===== config.mk =====
export PLATFORM = sky130hd
export DESIGN_NAME = inst_decoder
export DESIGN_NICKNAME = d
export VERILOG_FILES = /design/src/rtl/inst_decoder.sv
export SDC_FILE = /design/constraint.sdc
export NUM_CORES = 1
export LEC_CHECK = 0
export ABC_AREA = 0
export CAP_MARGIN = 10
export CORE_ASPECT_RATIO = 0.7
export CORE_MARGIN = 4
export CORE_UTILIZATION = 45
export CTS_CLUSTER_SIZE = 10
export DETAILED_ROUTE_END_ITERATION = 7
export GPL_ROUTABILITY_DRIVEN = 0
export PLACE_DENSITY = 0.67
export SLEW_MARGIN = 20
export SYNTH_ARGS = -nofsm -noshare
export SYNTH_HDL_FRONTEND = slang
export SYNTH_SLANG_ARGS = --single-unit

===== constraint.sdc =====
create_clock -name clk -period 4 [get_ports clk]
set_clock_uncertainty 0.2 [all_clocks]
set_input_delay 0.8 -clock clk [delete_from_list [all_inputs] [get_ports clk]]
set_output_delay 0.8 -clock clk [all_outputs]
set_load 0.005 [all_outputs]

===== src/rtl/inst_decoder.sv =====
// Instruction decoder: buffers 28-bit instructions in a small FIFO and turns each one
// into a burst of memory beat strobes or a compute dispatch that waits for op_done.
module inst_decoder #(
    parameter int INST_WIDTH = 28,
    parameter int ADDR_WIDTH = 12,
    parameter int FIFO_DEPTH = 4
) (
    input  logic                  clk,
    input  logic                  rstn,
    input  logic [INST_WIDTH-1:0] inst,
    input  logic                  inst_valid,
    output logic                  inst_ready,
    output logic                  mem_en,
    output logic [ADDR_WIDTH-1:0] mem_addr,
    output logic [1:0]            mem_port,
    output logic                  mem_last,
    output logic                  op_start,
    output logic [2:0]            op_code,
    output logic [3:0]            op_a,
    output logic [3:0]            op_b,
    output logic [3:0]            op_c,
    output logic [1:0]            op_mode,
    input  logic                  op_done,
    output logic                  illegal,
    output logic                  busy,
    output logic [15:0]           retired,
    output logic [1:0]            dbg_state
);

    // Handshake: a word transfers on any posedge where inst_valid && inst_ready;
    // inst_ready depends only on the registered FIFO count, never on inst_valid.

    localparam int PTR_W = $clog2(FIFO_DEPTH);
    localparam int CNT_W = PTR_W + 1;
    localparam logic [CNT_W-1:0] FULL_CNT = CNT_W'(FIFO_DEPTH);

    typedef enum logic [1:0] {
        IDLE     = 2'd0,
        MEM      = 2'd1,
        OP_ISSUE = 2'd2,
        OP_WAIT  = 2'd3
    } state_t;

    state_t state;

    logic [INST_WIDTH-1:0] fifo_mem [FIFO_DEPTH];
    logic [PTR_W-1:0]      wr_ptr;
    logic [PTR_W-1:0]      rd_ptr;
    logic [CNT_W-1:0]      count;
    logic [CNT_W-1:0]      count_nxt;
    logic                  push;
    logic                  pop;

    logic [INST_WIDTH-1:0] head;
    logic [2:0]            head_op;
    logic                  head_is_mem;
    logic                  head_is_cmp;
    logic [5:0]            head_len;

    logic [5:0]            len_r;
    logic [5:0]            beat;

    assign push = inst_valid && inst_ready;
    assign pop  = (state == IDLE) && (count != '0);

    always_comb begin
        count_nxt = count;
        case ({push, pop})
            2'b10:   count_nxt = count + CNT_W'(1);
            2'b01:   count_nxt = count - CNT_W'(1);
            default: count_nxt = count;
        endcase
    end

    assign head        = fifo_mem[rd_ptr];
    assign head_op     = head[27:25];
    assign head_len    = head[12:7];
    assign head_is_mem = (head_op == 3'b000);
    assign head_is_cmp = (head_op == 3'b100) || (head_op == 3'b101) || (head_op == 3'b110);
    assign dbg_state   = state;

    // Storage needs no reset; pointers and count define which entries are live.
    always_ff @(posedge clk) begin
        if (push) begin
            fifo_mem[wr_ptr] <= inst;
        end
    end

    always_ff @(posedge clk or negedge rstn) begin
        if (!rstn) begin
            wr_ptr     <= '0;
            rd_ptr     <= '0;
            count      <= '0;
            inst_ready <= 1'b1;
        end else begin
            if (push) wr_ptr <= wr_ptr + PTR_W'(1);
            if (pop)  rd_ptr <= rd_ptr + PTR_W'(1);
            count      <= count_nxt;
            inst_ready <= (count_nxt != FULL_CNT);
        end
    end

    // Outputs are computed one edge ahead so each is registered in the cycle it applies to.
    always_ff @(posedge clk or negedge rstn) begin
        if (!rstn) begin
            state    <= IDLE;
            len_r    <= '0;
            beat     <= '0;
            mem_en   <= 1'b0;
            mem_addr <= '0;
            mem_port <= '0;
            mem_last <= 1'b0;
            op_start <= 1'b0;
            op_code  <= '0;
            op_a     <= '0;
            op_b     <= '0;
            op_c     <= '0;
            op_mode  <= '0;
            illegal  <= 1'b0;
            busy     <= 1'b0;
            retired  <= '0;
        end else begin
            op_start <= 1'b0;
            illegal  <= 1'b0;
            case (state)
                IDLE: begin
                    if (pop) begin
                        if (head_is_mem) begin
                            state    <= MEM;
                            len_r    <= head_len;
                            beat     <= '0;
                            mem_en   <= (head_len != 6'd0);
                            mem_addr <= head[24:13];
                            mem_port <= head[6:5];
                            mem_last <= (head_len == 6'd1);
                            busy     <= 1'b1;
                        end else if (head_is_cmp) begin
                            state    <= OP_ISSUE;
                            op_start <= 1'b1;
                            op_code  <= head_op;
                            op_a     <= head[24:21];
                            op_b     <= head[20:17];
                            op_c     <= head[16:13];
                            op_mode  <= head[12:11];
                            busy     <= 1'b1;
                        end else begin
                            illegal  <= 1'b1;
                            retired  <= retired + 16'd1;
                            busy     <= (count_nxt != '0);
                        end
                    end else begin
                        busy <= (count_nxt != '0);
                    end
                end
                MEM: begin
                    // A zero-length burst spends one cycle here and retires with no beats.
                    if ((len_r == 6'd0) || (beat == len_r - 6'd1)) begin
                        state    <= IDLE;
                        mem_en   <= 1'b0;
                        mem_last <= 1'b0;
                        retired  <= retired + 16'd1;
                        busy     <= (count_nxt != '0);
                    end else begin
                        beat     <= beat + 6'd1;
                        mem_addr <= mem_addr + ADDR_WIDTH'(1);
                        mem_last <= (beat + 6'd2 == len_r);
                        busy     <= 1'b1;
                    end
                end
                OP_ISSUE: begin
                    state <= OP_WAIT;
                    busy  <= 1'b1;
                end
                OP_WAIT: begin
                    if (op_done) begin
                        state   <= IDLE;
                        retired <= retired + 16'd1;
                        busy    <= (count_nxt != '0);
                    end else begin
                        busy <= 1'b1;
                    end
                end
                default: begin
                    state <= IDLE;
                    busy  <= (count_nxt != '0);
                end
            endcase
        end
    end

endmodule


# Word level (Yosys, flattened, before mapping)

Memories as Yosys holds them, arrays and structs flattened.
Cells that the tools add are included.

Register bits: 74
Output and inout bits: 55
Memories kept: 1
Input bits: 32
Bits in writable memories: 112

Bitwise operators: 1
Multiplexer cells: 45
Reductions and logical operators: 20
Equality and inequality tests: 20
Add/sub/neg operators: 9

Memories:

| name     | depth | width | rd ports | clocked after memory_dff | wr ports | line | text |
|---|---|---|---|---|---|---|---|
| fifo_mem | 4     | 28    | 1        | 0                        | 1        | 46   | `logic [INST_WIDTH-1:0] fifo_mem [FIFO_DEPTH];` |

Operators by type and width:

| kind                  | count |
|---|---|
| $mux 16               | 5 |
| $pmux 16 s3           | 1 |
| $mux 12               | 3 |
| $pmux 12 s2           | 1 |
| $mux 1                | 21 |
| $mux 6                | 3 |
| $add 16x1->16 const B | 1 |
| $reduce_and 4->1      | 4 |
| $ne 2x2->1 const B    | 7 |
| $add 12x1->12 const B | 1 |
| $eq 6x6->1            | 2 |
| $pmux 6 s2            | 1 |
| $mux 2                | 5 |
| $eq 3x3->1 const B    | 3 |
| $reduce_bool 3->1     | 3 |
| $pmux 2 s4            | 1 |
| $add 6x1->6 const B   | 1 |
| $add 6x2->6 const B   | 1 |
| $eq 2x2->1 const B    | 3 |
| $eq 6x1->1 const B    | 1 |
| $logic_not 6->1       | 1 |
| $ne 3x3->1 const B    | 2 |
| $pmux 3 s2            | 1 |
| $reduce_and 3->1      | 2 |
| other kinds (15)      | 21 |

# Longest topological paths before layout

Word-level depth: 9
Mapped depth: 10
Gate-level depth less buffers: 9

# Worst setup path before layout

Ideal clock, no wire load.

Kind: register to register
From: register count[0]
To: register busy
Arrival: 2.339 ns
Buffers on the path: 0
Clock period less this slack: 2.668 ns
Required time: 3.671 ns
Stages on the path, launching flop included: 8
Slack: 1.332 ns
Setup time: 0.129 ns
Path through: dfrtp_1 -> or3_1 -> nand2_1 -> inv_1 -> ha_1 -> fa_1 -> mux2_2 -> a2111o_1

Cells in the longest elaborated chain, start to end: 9

Ends and longest elaborated chain:

| what                                                                | line | text |
|---|---|---|
| start, declared                                                     | 49   | `logic [CNT_W-1:0] count;` |
| start signal, assigned                                              | 98   | `count <= count_nxt;` |
| parallel branches: the longest is 3 deep, another holds $sub 3x1->3 | -    |  |
| $pmux 3 s2 (*)                                                      | 68   | `case ({push, pop})` |
| named net count_nxt[1]                                              | 50   | `logic [CNT_W-1:0] count_nxt;` |
| $reduce_bool 3->1 (*)                                               | -    |  |
| $mux 1                                                              | 137  | `end else if (head_is_cmp) begin` |
| $mux 1                                                              | 128  | `if (head_is_mem) begin` |
| $mux 1                                                              | 127  | `if (pop) begin` |
| $pmux 1 s4 (*)                                                      | 125  | `case (state)` |
| end signal, assigned                                                | 149  | `busy <= (count_nxt != '0);` |
| end signal, assigned                                                | 152  | `busy <= (count_nxt != '0);` |
| end signal, assigned                                                | 162  | `busy <= (count_nxt != '0);` |
| end, declared                                                       | 25   | `output logic busy,` |

Mark *: on every way through the listed nets, which the timed path passes.
A chain may end at the register's enable or synchronous reset.

# Worst setup path after layout

From: register rd_ptr[0]
To: register beat[3]

Cells in the longest elaborated chain, start to end: 4

Ends and longest elaborated chain:

| what                       | line | text |
|---|---|---|
| start, declared            | 48   | `logic [PTR_W-1:0] rd_ptr;` |
| start signal, assigned     | 97   | `if (pop) rd_ptr <= rd_ptr + PTR_W'(1);` |
| $mem_v2 4x28               | -    |  |
| $logic_not 3->1            | 78   | `assign head_is_mem = (head_op == 3'b000);` |
| $ne 2x2->1 (no line)       | -    |  |
| $reduce_and 4->1 (no line) | -    |  |
| end signal, assigned       | 164  | `beat <= beat + 6'd1;` |
| end, declared              | 61   | `logic [5:0] beat;` |

No other way between the ends.

==> flow_metrics.tcl <==
set metrics [dict create \
    ys_types 57 \
    cp-start-kind "flip-flop" \
    die_w_um 158 \
    yosys_most_used_dff "edfxtp_1" \
    yosysSeqAreaShare 0.650 \
    hp-class "primary input to async pin" \
    die_area_sq_um 17900 \
    grtUsageTotal 0.184 \
    antenna_found_initial 0 \
    instances_no_fill 783 \
    clkLatencyLatePin_ns 0.43 \
    cp.required_ns 4.11 \
    p_per_area_nw_per_um2 794 \
    crit_type "flip-flop to flip-flop" \
    grt_pass1_wl_mm 24.8 \
    synth_top_area_frac 0.389 \
    synth.most_common_cell "edfxtp_1" \
    setup_viol 0 \
    hold_buffers 0 \
    crit_path_end_kind "flip-flop" \
    wl_per_cell_um 19.7 \
    vias 4315 \
    crit_fanout 14 \
    dp_hpwl_mm 10.4 \
    max_slew_margin 0.494 \
    port_buffers 81 \
    synth_cells 477 \
    finalCritPeriodShare 0.752 \
    core_region_area_sq_um 15500 \
    synth-seq-cells 166 \
    critical_path_arrival_ns 3.12 \
    syn2layout_area_growth_pct 23.0 \
    cts_made_buffers 17 \
    crit_chain "mux4_2, nor3_1, nand2_1, o21ai_4, nand2_1, a22o_1" \
    netlist_top_cells_count "92 x edfxtp_1, 73 x dfrtp_1, 42 x nand2_1, 25 x mux2_2" \
    yosys-top-cells-area "edfxtp_1 39%, dfrtp_1 26%, mux4_2 7.3%" \
    avgSynthCellArea_sq_um 14.9 \
    grt_pass1_vias 4453 \
    ir_drop_v 0.000328 \
    status "finished, final reports clean" \
    postCtsSetupBuffers 0 \
    final_antenna_net_count 0 \
    synth_nets 521 \
    cts.sinks 166 \
    finalHoldViolCount 0 \
    cap_violations 0 \
    nFillCells 1240 \
    routed_via_density 5.51 \
    max_stage_delay_ns 0.63 \
    clkTransAtPathRegs_ns 0.07 \
    clockBufferDepth 2 \
    tightest_slew_ns 0.759 \
    cts_tree "done" \
    yosysWarnings 0 \
    cts_resized 0 \
    path_common_cell "nand2_1" \
    power_mw 6.93 \
    grt_max_degree 75 \
    die_h_um 113 \
    first_pass_iters 5 \
    cts-root-buf "clkbuf_16" \
    syn_area_sq_um 7100 \
    initial_utilization 0.458 \
    drt-initial-drc-count 349 \
    async_reset_ff_frac 0.446 \
    wl_mm 15.5 \
    cpMaxStageDelayCell "mux4_2" \
    grt_setup_unrepaired "no" \
    globalRouteOverflowTotal 0 \
    fin_nets 614 \
    leakagePower_nw 3.28 \
    whs_ns 0.109 \
    diodes 0 \
    ios 87 \
    fin_tns_setup_ns 0 \
    htree_num_levels 4 \
    fin_crit_ns 3.01 \
    drive_gt1_frac 0.178 \
    synth_edf_count 92 \
    max_freq_ghz 0.332 \
    timing.final.max_slew_violations 0 \
    yosysTopAreaCell "edfxtp_1" \
    rows 38 \
    drc 0 \
    dp_cells 750 \
]
[per-layer routing]
metal | part of all wire | track usage
met3 | 0.057 | 0.0440
met4 | 0.011 | 0.0580
met1 | 0.46 | 0.271
met5 | 0 | 0
met2 | 0.47 | 0.274
[cells in the final DEF (no fill, tap or decap), types with 3 or more instances in the layout]
| cell | netlist | routed |
|---|---|---|
| a211oi_1 | 4 | 4 |
| a21oi_1 | 17 | 17 |
| a31oi_1 | 10 | 10 |
| and2_1 | 3 | 3 |
| and3_1 | 17 | 17 |
| buf_4 | 3 | 11 |
| clkbuf_16 | 0 | 17 |
| clkdlybuf4s50_1 | 0 | 80 |
| clkinv_4 | 0 | 3 |
| dfrtp_1 | 73 | 73 |
| edfxtp_1 | 92 | 92 |
| ha_1 | 11 | 11 |
| inv_1 | 9 | 9 |
| inv_8 | 0 | 4 |
| mux2_2 | 25 | 25 |
| mux4_2 | 23 | 23 |
| nand2_1 | 42 | 42 |
| nand2b_1 | 4 | 4 |
| nand3_1 | 10 | 10 |
| nand4_1 | 6 | 6 |
| nor2_1 | 21 | 21 |
| nor3_1 | 7 | 7 |
| o21ai_0 | 14 | 14 |
| o31ai_1 | 3 | 3 |
| xnor2_1 | 23 | 23 |
| xor2_1 | 6 | 6 |
[power by group]
group | internal [mW] | total [mW] | switching [mW]
Sequential | 2.32 | 2.74 | 0.424
Combinational | 1.33 | 2.62 | 1.29
Clock | 0.872 | 1.57 | 0.701
[critical path, delay by kind of cell, from the launching register on]
family / cells / cell delay, ns
AND/OR/NAND/NOR: 3 / 0.91
flip-flops: 1 / 0.58
multiplexers: 1 / 0.63
AO/OA/AOI/OAI: 2 / 0.57
[state kept, by name, summed over array words and instances (netlist names), 2 cells and up]
register	flops
beat	6
op_mode	2
dbg_state	2
count	3
wr_ptr	2
mem_addr	12
len_r	6
op_code	3
op_c	4
op_a	4
rd_ptr	2
op_b	4
fifo_mem	92
retired	16
mem_port	2
[kinds of logic (layout without fill, tap and decap cells)]
| group | count (synthesis) | in the layout | synth area share |
|---|---|---|---|
| AOI/OAI and AO/OA | 67 | 67 | 0.0636 |
| muxes | 49 | 49 | 0.114 |
| DFF | 166 | 166 | 0.650 |
| adders and majority gates | 12 | 12 | 0.0222 |
| and+or+nand+nor | 126 | 126 | 0.0919 |
| buffers and inverters | 27 | 133 | 0.0189 |
| xor gates and xnor gates | 30 | 30 | 0.0390 |
[cell type report]
| type | count | area, sq um | share of cell area |
|---|---|---|---|
| Sequential cell | 166 | 4620 | 0.529 |
| Tap cell | 200 | 250 | 0.0287 |
| Clock buffer | 17 | 425 | 0.0487 |
| Multi-Input combinational cell | 284 | 2350 | 0.269 |
| Timing Repair Buffer | 92 | 911 | 0.104 |
| Clock inverter | 15 | 144 | 0.0165 |
| Inverter | 9 | 33.8 | 0.00387 |
[final timing paths]
check	startpoint	to	slack, ns	cells past startpoint
hold reg to reg	retired[15]$_DFFE_PN0P_	retired[15]$_DFFE_PN0P_	0.27	1
min in group clk	retired[15]$_DFFE_PN0P_	retired[15]$_DFFE_PN0P_	0.27	1
hold / removal	rstn	busy$_DFF_PN0_	0.11	1
setup reg to reg	rd_ptr[0]$_DFFE_PN0N_	beat[3]$_DFFE_PN0P_	0.99	6
setup / recovery	rd_ptr[0]$_DFFE_PN0N_	beat[3]$_DFFE_PN0P_	0.99	6
max in group asynchronous	rstn	mem_addr[9]$_DFFE_PN0P_	2.91	2
[through the flow]
step / instance area [sq um] / setup slack (ns) / utilization
2_1_floorplan: 7100 / 1.33 / -
3_3_place_gp: 8130 / 0.884 / 0.525
3_5_place_dp: 8130 / 0.805 / 0.525
4_1_cts: 8700 / 0.947 / 0.561
5_1_grt: 8730 / 0.646 / 0.563
6_report: 8730 / 0.990 / 0.563
No activity file was read; power rests on OpenSTA's default activity.
